[src/rtl/if_id_stage_pkg.sv]
// Shared constants for the fetch stage: NOP encoding, RS/RT field positions,
// fetch FSM state encoding and the default reset PC.
package if_id_stage_pkg;

    localparam logic [31:0] NOP_INST = 32'h0000_0000;

    localparam int RS_HI = 25;
    localparam int RS_LO = 21;
    localparam int RT_HI = 20;
    localparam int RT_LO = 16;

    typedef enum logic [1:0] {
        S_BOOT = 2'd0,
        S_RUN  = 2'd1,
        S_HOLD = 2'd2
    } state_e;

    localparam logic [31:0] DEFAULT_RESET_PC = 32'h0000_0000;

endpackage

[src/rtl/if_id_reg.sv]
// IF/ID pipeline register: reset and flush insert a NOP bubble, load captures
// the fetched PC/instruction, otherwise the contents hold bit-identical.
module if_id_reg
    import if_id_stage_pkg::*;
#(
    parameter int ADDR_W = 32,
    parameter int INST_W = 32
) (
    input  logic              clk,
    input  logic              rst,
    input  logic              load_i,
    input  logic              flush_i,
    input  logic [ADDR_W-1:0] pc_i,
    input  logic [INST_W-1:0] inst_i,
    output logic [ADDR_W-1:0] pc_o,
    output logic [INST_W-1:0] inst_o,
    output logic              valid_o
);

    logic [ADDR_W-1:0] pc_q, pc_d;
    logic [INST_W-1:0] inst_q, inst_d;
    logic              valid_q, valid_d;

    // Flush outranks load; pc is left alone on a bubble since valid_o marks it dead.
    always_comb begin
        pc_d    = pc_q;
        inst_d  = inst_q;
        valid_d = valid_q;
        if (flush_i) begin
            inst_d  = INST_W'(NOP_INST);
            valid_d = 1'b0;
        end else if (load_i) begin
            pc_d    = pc_i;
            inst_d  = inst_i;
            valid_d = 1'b1;
        end
    end

    always_ff @(posedge clk) begin
        if (rst) begin
            pc_q    <= '0;
            inst_q  <= INST_W'(NOP_INST);
            valid_q <= 1'b0;
        end else begin
            pc_q    <= pc_d;
            inst_q  <= inst_d;
            valid_q <= valid_d;
        end
    end

    assign pc_o    = pc_q;
    assign inst_o  = inst_q;
    assign valid_o = valid_q;

endmodule

[src/rtl/if_id_stage.sv]
// Fetch stage + IF/ID register: owns the PC, one-cycle fetch latency, stall freezes
// PC and IF/ID, EX branch redirects and flushes. IF_ID_PERF_CNT_EN adds stall/flush counters.
module if_id_stage
    import if_id_stage_pkg::*;
#(
    parameter int                ADDR_W   = 32,
    parameter int                INST_W   = 32,
    parameter logic [ADDR_W-1:0] RESET_PC = ADDR_W'(DEFAULT_RESET_PC)
) (
    input  logic              clk,
    input  logic              rst,
    input  logic              stall,
    input  logic              branch_taken,
    input  logic [ADDR_W-1:0] branch_target,
    output logic [ADDR_W-1:0] inst_mem_addr,
    input  logic [INST_W-1:0] inst_mem_data,
    output logic [ADDR_W-1:0] pc_id,
    output logic [ADDR_W-1:0] pc_plus4_id,
    output logic [INST_W-1:0] inst_id,
    output logic              valid_id,
    output logic [4:0]        rs_id,
    output logic [4:0]        rt_id
`ifdef IF_ID_PERF_CNT_EN
    ,
    output logic [31:0]       stall_cycles,
    output logic [31:0]       flush_count
`endif
);

    state_e            state_q, state_d;
    logic [ADDR_W-1:0] pc_q, pc_d;
    logic              load;
    logic              flush;
    logic              unused_tgt_lsb;

    assign unused_tgt_lsb = ^branch_target[1:0];

    // Branch outranks stall in both RUN and HOLD; BOOT just burns one cycle.
    always_comb begin
        state_d = state_q;
        pc_d    = pc_q;
        load    = 1'b0;
        flush   = 1'b0;
        case (state_q)
            S_BOOT: state_d = S_RUN;
            S_RUN, S_HOLD: begin
                if (branch_taken) begin
                    pc_d    = {branch_target[ADDR_W-1:2], 2'b00};
                    flush   = 1'b1;
                    state_d = S_RUN;
                end else if (stall) begin
                    state_d = S_HOLD;
                end else begin
                    pc_d    = pc_q + ADDR_W'(4);
                    load    = 1'b1;
                    state_d = S_RUN;
                end
            end
            default: state_d = S_BOOT;
        endcase
    end

    always_ff @(posedge clk) begin
        if (rst) begin
            state_q <= S_BOOT;
            pc_q    <= RESET_PC;
        end else begin
            state_q <= state_d;
            pc_q    <= pc_d;
        end
    end

    if_id_reg #(
        .ADDR_W (ADDR_W),
        .INST_W (INST_W)
    ) u_if_id_reg (
        .clk     (clk),
        .rst     (rst),
        .load_i  (load),
        .flush_i (flush),
        .pc_i    (pc_q),
        .inst_i  (inst_mem_data),
        .pc_o    (pc_id),
        .inst_o  (inst_id),
        .valid_o (valid_id)
    );

    assign inst_mem_addr = pc_q;
    assign pc_plus4_id   = pc_id + ADDR_W'(4);
    assign rs_id         = inst_id[RS_HI:RS_LO];
    assign rt_id         = inst_id[RT_HI:RT_LO];

`ifdef IF_ID_PERF_CNT_EN
    logic [31:0] stall_cycles_q;
    logic [31:0] flush_count_q;

    // Counters saturate rather than wrap so long runs never read as short ones.
    always_ff @(posedge clk) begin
        if (rst) begin
            stall_cycles_q <= '0;
            flush_count_q  <= '0;
        end else begin
            if (stall && !branch_taken && !(&stall_cycles_q))
                stall_cycles_q <= stall_cycles_q + 32'd1;
            if (branch_taken && !(&flush_count_q))
                flush_count_q <= flush_count_q + 32'd1;
        end
    end

    assign stall_cycles = stall_cycles_q;
    assign flush_count  = flush_count_q;
`endif

endmodule
[config.mk]
export PLATFORM = sky130hd
export DESIGN_NAME = if_id_stage
export DESIGN_NICKNAME = d
export VERILOG_FILES = /design/src/rtl/if_id_stage_pkg.sv /design/src/rtl/if_id_reg.sv /design/src/rtl/if_id_stage.sv
export SDC_FILE = /design/constraint.sdc
export NUM_CORES = 1
export LEC_CHECK = 0
export BUFFER_PORTS_ARGS = -buffer_cell sky130_fd_sc_hd__buf_4
export CAP_MARGIN = 5
export CORE_MARGIN = 3
export CORE_UTILIZATION = 49
export CTS_CLUSTER_DIAMETER = 60
export DETAILED_ROUTE_END_ITERATION = 8
export PLACE_DENSITY = 0.8
export SKIP_CTS_REPAIR_TIMING = 1
export SLEW_MARGIN = 0
export SYNTH_ARGS = -nofsm -noshare
export SYNTH_HDL_FRONTEND = slang
export SYNTH_HIERARCHICAL = 1
export SYNTH_SLANG_ARGS = --single-unit
[constraint.sdc]
create_clock -name clk -period 3.15 [get_ports clk]
set_clock_uncertainty 0.05 [all_clocks]
set_input_delay 0.4725 -clock clk [delete_from_list [all_inputs] [get_ports clk]]
set_output_delay 0.4725 -clock clk [all_outputs]
set_load 0.01 [all_outputs]
Yosys cells after proc, flatten, opt, wreduce, memory -nomap -nowiden:

Cells that the tools add are included.

* bitwise logic cells: 1
* muxes and demuxes: 10
* reduce and logical (&&, ||, !) cells: 5
* equality and inequality tests: 3
* add/subtract/negate cells: 2

Operators with widths (number)
* adder 32 x 3 -> 32 bit (second input constant): 2
* two-way mux 32 bit: 2
* two-way mux 1 bit: 5
* two-way mux 2 bit: 2
* case mux 2 bit (2 select lines): 1
* AND reduction 2 bit: 2
* OR reduction 2 bit: 2
* equality test 2 x 1 -> 1 bit (second input constant): 1
* equality test 2 bit (second input constant): 1
* logical NOT 2 bit: 1
* != test 2 x 1 -> 1 bit (second input constant): 1
* NOT 1 bit: 1

* logic and storage cells: 26
* bits of input ports: 68
* register bits after elaboration: 99
* output and inout bits: 139

Logic depth before layout (Yosys ltp):

Gate-level depths: netlist (run 1).

* word-level depth: 5
* gate-level depth with buffers: 11
* gate-level depth less buffers: 8

Modules after synthesis:

The synthesis (run 1) kept the hierarchy.

Modules (own cells, without submodules)
* if_id_reg: area an instance 2675.1 um2, sequential area each 1301.2 um2, cells an instance 253, instances 1
* if_id_stage: area an instance 2628.8 um2, sequential area each 640.6 um2, cells an instance 363, instances 1

Worst setup path after synthesis (run 1):

Ideal clock, no wire load.

* path type: register -> register
* start point: register state_q[0]
* end point: register u_if_id_reg.inst_q[10] (netlist: u_if_id_reg/inst_o[10])
* buffers on the path: 5
* setup time: 0.114 ns
* path slack: 0.765 ns
* arrival: 2.220 ns
* data required time: 2.986 ns
* clock period less this slack: 2.385 ns
* stages on the path, launching flop included: 12
* cell sequence: dfxtp_1 -> inv_1 -> ha_1 -> clkbuf_1 -> nand2_1 -> clkbuf_1 -> nor2_1 -> buf_6 -> buf_12 -> buf_12 -> mux2i_1 -> nor2_1

* elaborated cells on any way between the ends: 6
* those cells by class: 2 x eq/ne; 2 x mux; 2 x reduce/logical

RTL lines
* from (decl): RTL line if_id_stage.sv:30 `state_e state_q, state_d;`
* from (signal assigned): RTL line if_id_stage.sv:68 `state_q <= state_d;`
* equality test 2 x 1 -> 1 bit or equality test 2 bit (tied branches): RTL line if_id_stage.sv:44 `case (state_q)`
* OR reduction 2 bit *: RTL line if_id_stage.sv:44
* two-way mux 1 bit *: RTL line if_id_stage.sv:44
* named net load: RTL line if_id_stage.sv:32 `logic load;`
* to (signal assigned): RTL line if_id_reg.sv:42 `inst_q <= INST_W'(NOP_INST);`
* to (signal assigned): RTL line if_id_reg.sv:46 `inst_q <= inst_d;`
* to (decl): RTL line if_id_reg.sv:21 `logic [INST_W-1:0] inst_q, inst_d;`

Mark *: on every way through the listed nets, which the timed path passes. The rest lies on a longest branch.
A chain may end at the register's enable or synchronous reset.

Worst setup path after layout (run 1):

* start point: register u_if_id_reg.pc_q[4] (netlist: u_if_id_reg/pc_o[4])
* end point: output port pc_plus4_id[27]

* cells in the longest elaborated chain, start to end: 1

Ends and longest elaborated chain
* from (decl): RTL line if_id_reg.sv:20 `logic [ADDR_W-1:0] pc_q, pc_d;`
* from (signal assigned): RTL line if_id_reg.sv:45 `pc_q <= pc_d;`
* adder 32 x 3 -> 32 bit: RTL line if_id_stage.sv:89 `assign pc_plus4_id = pc_id + ADDR_W'(4);`
* to (decl): RTL line if_id_stage.sv:18 `output logic [ADDR_W-1:0] pc_plus4_id,`

Every way passes these cells.

==> metrics.log, run 1 <==
INFO  metric worstPathCellList = nand3_1 > nand2b_1 > nor4_1 > nand4_1 > xnor2_1 > buf_4
INFO  metric numPortBuffers = approximately 200
INFO  metric synth_commonest_cells = dfxtp_1 (97), nor2_1 (70), mux2i_1 (36), nand3_1 (36), nand2b_1 (34)
INFO  metric routed-via-count = 5,258
INFO  metric worst-endpoint-arrival = 2410 ps
INFO  metric slew_headroom = 24.13%
INFO  metric starting_density = 50.92%
INFO  metric final_hold_viol_count = 0
INFO  metric finish.cell_count_without_fillers = 928
INFO  metric slowest_delay = between 500 and 600 ps
INFO  metric synthesis.area = 5304 um2
INFO  metric finalWorstSetupSlack = 215.3 ps
INFO  metric critPathKind = flip-flop to output port
INFO  metric sum_of_negative_setup_slack = 0 ps
INFO  metric synth.avg_cell_area = 8.610 um2
INFO  metric remaining_drc_errors = 0
INFO  metric adder_cell_share_of_the_synthesized_area = 0.9436%
INFO  metric routedWlPerCell = 16.72 um
INFO  metric setup-violations-final = 0
INFO  metric pin_count = 207
INFO  metric synth-seq-area-share = 36.61%
INFO  metric coreArea = around 10,000 um2
INFO  metric setup.worst_path.end_class = output port
INFO  metric cts_root_buf = clkbuf_8
INFO  metric post-place-cells = just over 900
INFO  metric num-nets-final = 859
INFO  metric synth_register_bits = 97
INFO  metric power.density_cell_area = a little under 400 nW/um2
INFO  metric synth.mux.area_fraction = 6.794%
INFO  metric antennaDiodeCount = 0
INFO  metric fp.dieArea = 12,110 um2
INFO  metric post-synth-top-count-cell = dfxtp_1
INFO  metric antenna_violations_before_repair = 0
INFO  metric place.gp.congestion = 0.9350
INFO  metric num_rows = 37
INFO  metric final_core_util = 66.89%
INFO  metric cts_buffer_depth = 2
INFO  metric worst_ep_required_time = 2630 ps
INFO  metric clkSinkCount = 97
INFO  metric yosys_most_used_dff = dfxtp_1
INFO  metric timing.fmax = 340.8 MHz
INFO  metric synth-compound-area-share = 11.58%
INFO  metric synth_simple_gate_area_share = 30.90%
INFO  metric syn2layout_area_growth = 31.38%
INFO  metric worstRegToRegCells = 6
INFO  metric synthCells = 616
INFO  metric post_route_antenna_net_violation_count = 0
INFO  metric cts.reportedPaths.clkPinSlew = 100 ps
INFO  metric synth_top_family_by_area = simple AND/OR/NAND/NOR gates
INFO  metric tritoncts = done
INFO  metric post_synth_xor_area_fraction = 5.615%
INFO  metric crit_slowest_cell = nor4_1
INFO  metric first_global_vias = ~4.7k
INFO  metric rrSetupSlack = roughly 750 ps
INFO  metric place_ws = approximately 600 ps
INFO  metric initialDrtViolationCount = 448
INFO  metric grt_first_pass_wirelength = 23.53 mm
INFO  metric status = finished, final reports clean
INFO  metric min_path_cells = 3
INFO  metric count_of_flip_flops_with_a_built_in_enable_after_synthesis = 0
INFO  metric dieHeight = 110.0 um
INFO  metric post_synth_num_cell_types = 51
INFO  metric post-route-period-util = 93.17%
INFO  metric grt_setup_unrepaired = no
INFO  metric yosys-top-cells-area = dfxtp_1 (37%), mux2i_1 (6.8%), nand4bb_1 (6.8%)
INFO  metric maxcap_violations = 0
INFO  metric cts-buffers-inserted = 9
INFO  metric timing.critical_path.from_type = flip-flop
INFO  metric route.final.wire_length = 15.52 mm
INFO  metric largest_fanout_on_the_critical_path = 8
INFO  metric drv_slew = 0
INFO  metric avgViaCountPerCell = roughly 5.7
INFO  metric netlist.area_leader.share = 36.61%
INFO  metric grt_start_max_net_pins = slightly above 80
INFO  metric layout_cell_share_with_drive_strength_beyond_1 = around 30%
INFO  metric layout_min_cycle_time = 2935 ps
INFO  metric power.static_leakage = 2.826 nW
INFO  metric detailed_place_hpwl = 11.53 mm
INFO  metric hold_path_class = input pin to flip-flop
INFO  metric dieWidth = 110.0 um
INFO  metric ys_async_sr_fraction = 0%
INFO  metric worst_skew_late_latency = approximately 350 ps
INFO  metric globalRoute.totalOverflow = 0
INFO  metric max-vdd-ir-drop = 0.2727 mV
INFO  metric worstMarginPinSlew = 1138 ps
INFO  metric detail_route.first_pass.iterations = 6
INFO  metric ys_warn_count = 6
INFO  metric synth_largest_area_cell = dfxtp_1
INFO  metric htree_levels = 3
INFO  metric global_route.usage.total = 24.29%
-- stage by stage --
stage	instance area [um2]	total power (W)	hold slack (ps)
finish	6968	0.002746	292.6
global route	6968	0.002875	269.2
CTS	6968	0.002759	273.3
detailed placement	6740	0.001852	434.6
global placement	6740	0.001838	405.6
floorplan	5315	0.001646	448.3
-- state kept, by name, summed over array words and instances (netlist names) --
name,count
u_if_id_reg/inst_o,32
u_if_id_reg/valid_o,1
state_q,2
u_if_id_reg/pc_o,32
inst_mem_addr,30
-- final timing paths --
path                  startpoint                      to
max reg2reg           state_q[1]  u_if_id_reg/inst_o[10]
max          u_if_id_reg/pc_o[4]         pc_plus4_id[27]
min             inst_mem_data[3]   u_if_id_reg/inst_o[3]
min reg2reg  u_if_id_reg/pc_o[1]     u_if_id_reg/pc_o[1]
-- power breakdown --
group          switching, W  total [W]  leakage [nW]  internal, W
Combinational      0.000233   0.000469          1.93     0.000236
Sequential        0.0000813    0.00136         0.787      0.00128
Clock              0.000446   0.000919         0.113     0.000472
-- worst max-delay path, delay by kind of cell, from the launching register on --
kind | cells | cell delay [ps]
xor gates and xnor gates | 1 | 160
and+or+nand+nor | 4 | 1280
DFF | 1 | 480
buffers and inverters | 1 | 140
-- cell families after synthesis --
kind of cell / count (synthesis)
and+or+nand+nor: 281
muxes: 36
xor gates and xnor gates: 34
AOI/OAI and AO/OA: 99
other: 1
buffers and inverters: 64
adders and majority gates: 4
DFF: 97
-- routing by layer --
layer  GRT usage [%]  vias to the layer above  wire length [um]
met2           39.60                      236              7635
li1                -                     2535                 -
met3           3.029                       20              1115
met1           33.53                     2467              6532
met5               0                        -                 0
met4           7.480                        0               235
-- cell type report --
class                           instances  area (um2)
Clock buffer                           10       137.6
Multi-Input combinational cell        458        2987
Clock inverter                          6       90.09
Fill cell                             851        3448
Inverter                                8       30.03
Tap cell                              136       170.2
Sequential cell                        97        1942
Timing Repair Buffer                  213        1612
-- placed cells by master (no fill, tap or decap), types with 2 or more instances in the layout --
master / n
clkbuf_8: 10
mux2i_1: 36
xnor2_1: 26
o21ai_0: 12
a21oi_1: 13
a22oi_1: 10
and4_1: 7
o22ai_1: 5
nand3_1: 36
or4_4: 2
nor4_1: 13
a22o_1: 4
or3_1: 5
o31ai_1: 2
a31oi_1: 4
buf_4: 212
and3_1: 11
nand2b_1: 34
nand4bb_1: 32
nor3b_1: 2
nor2_1: 69
nor3_1: 13
o21ai_1: 32
nand4_1: 11
a311oi_1: 3
xor2_1: 8
nor2b_1: 8
bufinv_16: 2
ha_1: 4
a211oi_1: 5
nand2_1: 32
inv_1: 7
conb_1: 4
dfxtp_1: 97
No activity file was read; power rests on OpenSTA's default activity.
==> run 2, diff against run 1 <==
BUFFER_PORTS_ARGS = -buffer_cell sky130_fd_sc_hd__buf_2   (was -buffer_cell sky130_fd_sc_hd__buf_4)
MAX_ROUTING_LAYER = met4   (was default)
==> run 2 against run 1 <==
- cell area down 7.1%
- first-iteration DRC count up 43%
- register-to-register slack worse by 220 ps
- global-route usage up 0.25 points
- critical path depth unchanged
- critical endpoint unchanged
==> metrics.log, run 2 (synthesized netlist as in run 1, its figures left out) <==
INFO  metric largest_fanout_on_the_critical_path = 7 (-1)
INFO  metric power.density_cell_area = 414.9 nW/um2 (+5.3%)
INFO  metric cts_root_buf = clkbuf_8
INFO  metric syn2layout_area_growth = 22.10%
INFO  metric most_common_library_cell_in_the_layout_ignoring_fill_and_taps = buf_2
INFO  metric tritoncts = done
INFO  metric dieWidth = 110.0 um (unchanged)
INFO  metric max-vdd-ir-drop = 0.2270 mV (-17%)
INFO  metric first_global_vias = 4,565 (-1.9%)
INFO  metric power_frac_clock = 33.9% (+0.5 points)
INFO  metric starting_density = 50.92% (unchanged)
INFO  metric worstPathCellList = and4_1 > nand3_1 > nor4_1 > nand4_1 > xnor2_1 > buf_2
INFO  metric numPortBuffers = 202 (unchanged)
INFO  metric worstRegToRegCells = 8 (+2)
INFO  metric detailed_place_hpwl = 11.43 mm (-0.89%)
INFO  metric critical_path_cell_count = 6 (unchanged)
INFO  metric avgViaCountPerCell = 5.639 (-0.48%)
INFO  metric detail_route.first_pass.iterations = 8 (+2)
INFO  metric remaining_drc_errors = 0 (unchanged)
INFO  metric pin_count = 207 (unchanged)
INFO  metric final_hold_viol_count = 0 (unchanged)
INFO  metric slew_headroom = 32.95% (+8.8 points)
INFO  metric worst-endpoint-arrival = 2350 ps (-60 ps)
INFO  metric routed-via-count = 5,244 (-0.27%)
INFO  metric sum_of_negative_setup_slack = 0 ps (unchanged)
INFO  metric route.final.wire_length = 15.31 mm (-1.4%)
INFO  metric post_route_antenna_net_violation_count = 0 (unchanged)
INFO  metric num_rows = 37 (unchanged)
INFO  metric antenna_violations_before_repair = 0 (unchanged)
INFO  metric setup.worst_path.end_class = output port
INFO  metric timing.critical_path.from_type = flip-flop
INFO  metric worst_skew_late_latency = 360 ps (about the same)
INFO  metric status = finished, final reports clean
INFO  metric power.static_leakage = 2.781 nW (-1.6%)
INFO  metric setup-violations-final = 0 (unchanged)
INFO  metric worstMarginPinSlew = 999.5 ps (-138.5 ps)
INFO  metric setup.worst_path.end = pc_plus4_id[27]
INFO  metric hold_path_class = input pin to flip-flop
INFO  metric post-route-period-util = 91.21% (-2.0 points)
INFO  metric initialDrtViolationCount = 639 (+43%)
INFO  metric htree_levels = 3 (unchanged)
INFO  metric global_route.usage.total = 24.54% (+0.25 points)
INFO  metric cts_buffer_depth = 2 (unchanged)
INFO  metric globalRoute.totalOverflow = 0 (unchanged)
INFO  metric place.gp.congestion = 0.9526 (+1.9%)
INFO  metric critPathKind = flip-flop to output port
INFO  metric cts.reportedPaths.clkPinSlew = 100 ps (about the same)
INFO  metric num-nets-final = 861 (+0.23%)
INFO  metric grt_first_pass_wirelength = 23.07 mm (-1.9%)
INFO  metric antennaDiodeCount = 0 (unchanged)
INFO  metric grt_start_max_net_pins = 46 (-43%)
INFO  metric power_switching_share = 27.99% (+0.30 points)
INFO  metric routedWlPerCell = 16.46 um (-1.6%)
INFO  metric worst_ep_required_time = 2630 ps (about the same)
INFO  metric critPathBufInv = 1 (unchanged)
INFO  metric coreArea = 10,420 um2 (unchanged)
INFO  metric grt_setup_unrepaired = no
INFO  metric clkSinkCount = 97 (unchanged)
INFO  metric layout_cell_share_with_drive_strength_beyond_1 = 30.10% (+0.18 points)
INFO  metric fp.dieArea = 12,110 um2 (unchanged)
INFO  metric timing.rr.end = u_if_id_reg/pc_o[24]
INFO  metric crit_slowest_cell = nor4_1
INFO  metric pwr-share-comb = 15.8% (-1.3 points)
INFO  metric timing.fmax = 348.0 MHz (+2.1%)
INFO  metric finalPower = 0.002687 W (-2.2%)
INFO  metric cts-buffers-inserted = 9 (unchanged)
INFO  metric dieHeight = 110.0 um (unchanged)
INFO  metric critical_path.top_delay_family = simple AND/OR/NAND/NOR gates
INFO  metric net-switching-power = 0.0007521 W (-1.1%)
INFO  metric drv_slew = 0 (unchanged)
INFO  metric layout_min_cycle_time = 2873 ps (-61.53 ps)
INFO  metric regToRegStartpoint = state_q[1]
INFO  metric slowest_delay = 610 ps (+20 ps)
INFO  metric cp-startpoint = u_if_id_reg/pc_o[9]
INFO  metric maxcap_violations = 0 (unchanged)
INFO  metric rrSetupSlack = 530 ps (-220 ps)
INFO  metric share_seq_of_total_power = 50.3% (+0.8 points)
INFO  metric internal-power = 0.001935 W (-2.6%)
INFO  metric final_cell_mix = buf_2 (202), dfxtp_1 (97), nor2_1 (69), nand3_1 (36), mux2i_1 (36)
## run 2: power groups by stage
stage | Clock (W) | Combinational, W | Sequential (W)
final | 0.000911 | 0.000425 | 0.00135
after global routing | 0.000986 | 0.000465 | 0.00136
after CTS | 0.000928 | 0.000423 | 0.00135
after detailed placement | 0 | 0.000422 | 0.00138
after global placement | 0 | 0.000410 | 0.00137
after floorplan | 0 | 0.000265 | 0.00138
## run 2: through the flow
stage	cells	util (%)	cell area [um2]	setup WS [ps]	hold slack [ps]
finish	930	62.17	6476	276.8	289.3
detailed placement	914	60.00	6250	470.7	410.5
CTS	930	62.17	6476	259.0	274.6
global route	930	62.17	6476	14.61	277.9
floorplan	619	-	5315	765.4	448.3
global placement	914	60.00	6250	530.0	397.5
## run 2: final cells by class
class                   instances  area [um2]
well taps                     136       170.2
flip-flops and latches         97        1942
clock inverters                 6       88.84
multi-input cells             458        2987
fillers                       917        3940
clock buffers                  10       137.6
inverters                       8       30.03
repair buffers                215        1121
## run 2: layer usage
metal | vias up | part of all wire, % | global-route usage [%]
met2 | 232 | 48 | 37.31
li1 | 2538 | - | -
met5 | - | 0 | -
met4 | 0 | 2.3 | 7.747
met1 | 2438 | 42 | 33.54
met3 | 36 | 7.7 | 3.902
## run 2: worst reg2reg max path, stage by stage (launching register included)
cell and delay, ps:
dfxtp_1 350, inv_1 50, ha_1 290, buf_4 280
nand2_1 370, nor2_4 420, nor2b_2 210, buf_4 330
o21ai_1 140
## run 2: worst min path at each step
| stage | start | end | slack (ps) | cells after the start |
|---|---|---|---|---|
| floorplan | u_if_id_reg/pc_o[0] | u_if_id_reg/pc_o[0] | 450 | 2 |
| global placement | u_if_id_reg/valid_o | u_if_id_reg/valid_o | 400 | 2 |
| detailed placement | u_if_id_reg/valid_o | u_if_id_reg/valid_o | 410 | 2 |
| CTS | inst_mem_data[17] | u_if_id_reg/inst_o[17] | 270 | 3 |
| global route | inst_mem_data[17] | u_if_id_reg/inst_o[17] | 280 | 3 |
| finish | inst_mem_data[17] | u_if_id_reg/inst_o[17] | 290 | 3 |
==> run 3, diff against run 2 <==
PLACE_DENSITY = default   (was 0.8)
PLACE_DENSITY_LB_ADDON = 0.08   (was default)
==> run 3 against run 2 <==
- global-route usage up 0.45 points
- register-to-register slack worse by 20 ps
- worst setup slack better by 110 ps
- sequential power about the same
- die area unchanged
- clock-buffer cell count down 1
- largest power group unchanged
==> metrics.log, run 3 (synthesized netlist as in run 1, its figures left out) <==
INFO  metric power.density_cell_area = 393.2 nW/um2 (-5.2%)
INFO  metric dieWidth = 110.0 um (unchanged)
INFO  metric cts_buffer_depth = 2 (unchanged)
INFO  metric timing.critical_path.from_type = flip-flop
INFO  metric syn2layout_area_growth = 21.54%
INFO  metric htree_levels = 3 (unchanged)
INFO  metric drv_slew = 0 (unchanged)
INFO  metric cts.reportedPaths.clkPinSlew = 100 ps (about the same)
INFO  metric cts-buffers-inserted = 9 (unchanged)
INFO  metric pwr-share-comb = 16.9% (+1.1 points)
INFO  metric power_switching_share = 30.67% (+2.7 points)
INFO  metric final_cell_mix = buf_2 (202), dfxtp_1 (97), nor2_1 (69), nand3_1 (36), mux2i_1 (36)
INFO  metric rrSetupSlack = 510 ps (-20 ps)
INFO  metric min_path_cells = 3 (unchanged)
INFO  metric worstRegToRegCells = 6 (-2)
INFO  metric tritoncts = done
INFO  metric hold_start = inst_mem_data[13]
INFO  metric crit_slowest_cell = dfxtp_1
INFO  metric final_core_util = 61.89% (-0.29 points)
INFO  metric final_hold_viol_count = 0 (unchanged)
INFO  metric finalPower = 0.002534 W (-5.7%)
INFO  metric antenna_violations_before_repair = 0 (unchanged)
INFO  metric global_route.usage.total = 24.99% (+0.45 points)
INFO  metric power.static_leakage = 2.765 nW (-0.60%)
INFO  metric critPathKind = flip-flop to output port
INFO  metric post-place-cells = 916 (+0.22%)
INFO  metric layout_cell_share_with_drive_strength_beyond_1 = 30.31% (+0.21 points)
INFO  metric net-switching-power = 0.0007773 W (+3.3%)
INFO  metric route.final.wire_length = 15.37 mm (+0.39%)
INFO  metric pin_count = 207 (unchanged)
INFO  metric post-route-period-util = 87.62% (-3.6 points)
INFO  metric post_route_antenna_net_violation_count = 0 (unchanged)
INFO  metric internal-power = 0.001757 W (-9.2%)
INFO  metric globalRoute.totalOverflow = 0 (unchanged)
INFO  metric status = finished, final reports clean
INFO  metric slowest_delay = 470 ps (-140 ps)
INFO  metric worstPathCellList = and4_1 > nand3_1 > nor4_2 > nand3_1 > xnor2_1 > buf_2
INFO  metric worstMarginPinSlew = 1129 ps (+129.8 ps)
INFO  metric share_seq_of_total_power = 53.3% (+3.0 points)
INFO  metric grt_first_pass_wirelength = 23.29 mm (+0.93%)
INFO  metric coreArea = 10,420 um2 (unchanged)
INFO  metric detail_route.first_pass.iterations = 6 (-2)
INFO  metric layout_min_cycle_time = 2760 ps (-113.3 ps)
INFO  metric most_common_library_cell_in_the_layout_ignoring_fill_and_taps = buf_2
INFO  metric first_global_vias = 4,568 (+0.066%)
INFO  metric remaining_drc_errors = 0 (unchanged)
INFO  metric dieHeight = 110.0 um (unchanged)
INFO  metric worst_skew_late_latency = 370 ps (about the same)
INFO  metric cts_root_buf = clkbuf_8
INFO  metric worst_ep_required_time = 2630 ps (about the same)
INFO  metric finish.cell_count_without_fillers = 931 (+0.11%)
INFO  metric clkSinkCount = 97 (unchanged)
INFO  metric num_rows = 37 (unchanged)
INFO  metric fp.dieArea = 12,110 um2 (unchanged)
INFO  metric detailed_place_hpwl = 11.18 mm (-2.1%)
INFO  metric avgViaCountPerCell = 5.575 (-1.1%)
INFO  metric timing.fmax = 362.3 MHz (+4.1%)
INFO  metric routedWlPerCell = 16.51 um (+0.28%)
INFO  metric max-vdd-ir-drop = 0.2199 mV (-3.2%)
INFO  metric routed-via-count = 5,190 (-1.0%)
INFO  metric num-nets-final = 863 (+0.23%)
INFO  metric regToRegStartpoint = state_q[1]
INFO  metric path_common_cell = nand3_1
INFO  metric grt_setup_unrepaired = no
INFO  metric layout.cell_area.non_filler = 6446 um2 (-0.46%)
INFO  metric starting_density = 50.92% (unchanged)
INFO  metric antennaDiodeCount = 0 (unchanged)
INFO  metric worstHoldEndpoint = u_if_id_reg/inst_o[13]
INFO  metric worst-endpoint-arrival = 2240 ps (-110 ps)
INFO  metric setup-violations-final = 0 (unchanged)
INFO  metric slew_headroom = 24.71% (-8.2 points)
INFO  metric maxcap_violations = 0 (unchanged)
INFO  metric initialDrtViolationCount = 531 (-17%)
INFO  metric largest_fanout_on_the_critical_path = 7 (unchanged)
INFO  metric sum_of_negative_setup_slack = 0 ps (unchanged)
INFO  metric setup.worst_path.end_class = output port
INFO  metric placement.cell_area = 6265 um2 (+0.24%)
INFO  metric hold_path_class = input pin to flip-flop
INFO  metric place.gp.congestion = 0.8934 (-6.2%)
INFO  metric numPortBuffers = 202 (unchanged)
INFO  metric timing.rr.end = u_if_id_reg/inst_o[10]
INFO  metric power_frac_clock = 29.8% (-4.1 points)
INFO  metric grt_start_max_net_pins = 75 (+63%)
run 3: cell count changes in the layout (fill, tap and decap cells not counted), sizes merged:
cell      before  now
bufinv         2    0
clkbuf        10    9
buf          215  217
inv            8    9
clkinvlp       2    3
run 3: cell type report:
class / count / area [um2]
Sequential cell: 97 / 1942
Multi-Input combinational cell: 458 / 2993
Clock inverter: 6 / 51.30
Tap cell: 136 / 170.2
Clock buffer: 9 / 123.9
Timing Repair Buffer: 217 / 1136
Inverter: 8 / 30.03
Fill cell: 954 / 3970
run 3: through the flow:
| stage | hold WS (ps) | setup WS (ps) |
|---|---|---|
| after detailed placement | 412.4 | 546.9 |
| final | 275.7 | 390.1 |
| after global routing | 270.9 | 173.9 |
| after global placement | 397.6 | 641.3 |
| after floorplan | 448.3 | 765.4 |
| after CTS | 261.9 | 223.8 |
run 3: worst max path at each step:
stage | from | to | cells past startpoint
3_5_place_dp | branch_taken | u_if_id_reg/inst_o[0] | 5
2_1_floorplan | state_q[0] | u_if_id_reg/inst_o[10] | 11
5_1_grt | u_if_id_reg/pc_o[4] | pc_plus4_id[31] | 6
3_3_place_gp | branch_taken | u_if_id_reg/inst_o[29] | 5
4_1_cts | u_if_id_reg/pc_o[4] | pc_plus4_id[31] | 6
6_report | u_if_id_reg/pc_o[9] | pc_plus4_id[31] | 6
run 3: power groups by stage:
stage / Clock [W] / Sequential (W) / Combinational [W]
after floorplan: 0 / 0.00138 / 0.000265
after global placement: 0 / 0.00137 / 0.000420
after detailed placement: 0 / 0.00138 / 0.000428
after CTS: 0.000773 / 0.00135 / 0.000430
after global routing: 0.000819 / 0.00136 / 0.000469
final: 0.000756 / 0.00135 / 0.000429
run 3: metal layers:
layer | vias to the layer above | GRT usage [%] | wire length (um)
met5 | - | - | 0
met4 | 0 | 8.014 | 173
met3 | 11 | 3.145 | 1021
met2 | 188 | 38.21 | 7171
met1 | 2441 | 34.42 | 7003
li1 | 2550 | - | -
run 3: critical path, delay by kind of cell (launching register included):
family,cells,cell delay (ps)
simple gates,4,1090
buf+inv,1,150
flops,1,470
xor+xnor,1,160
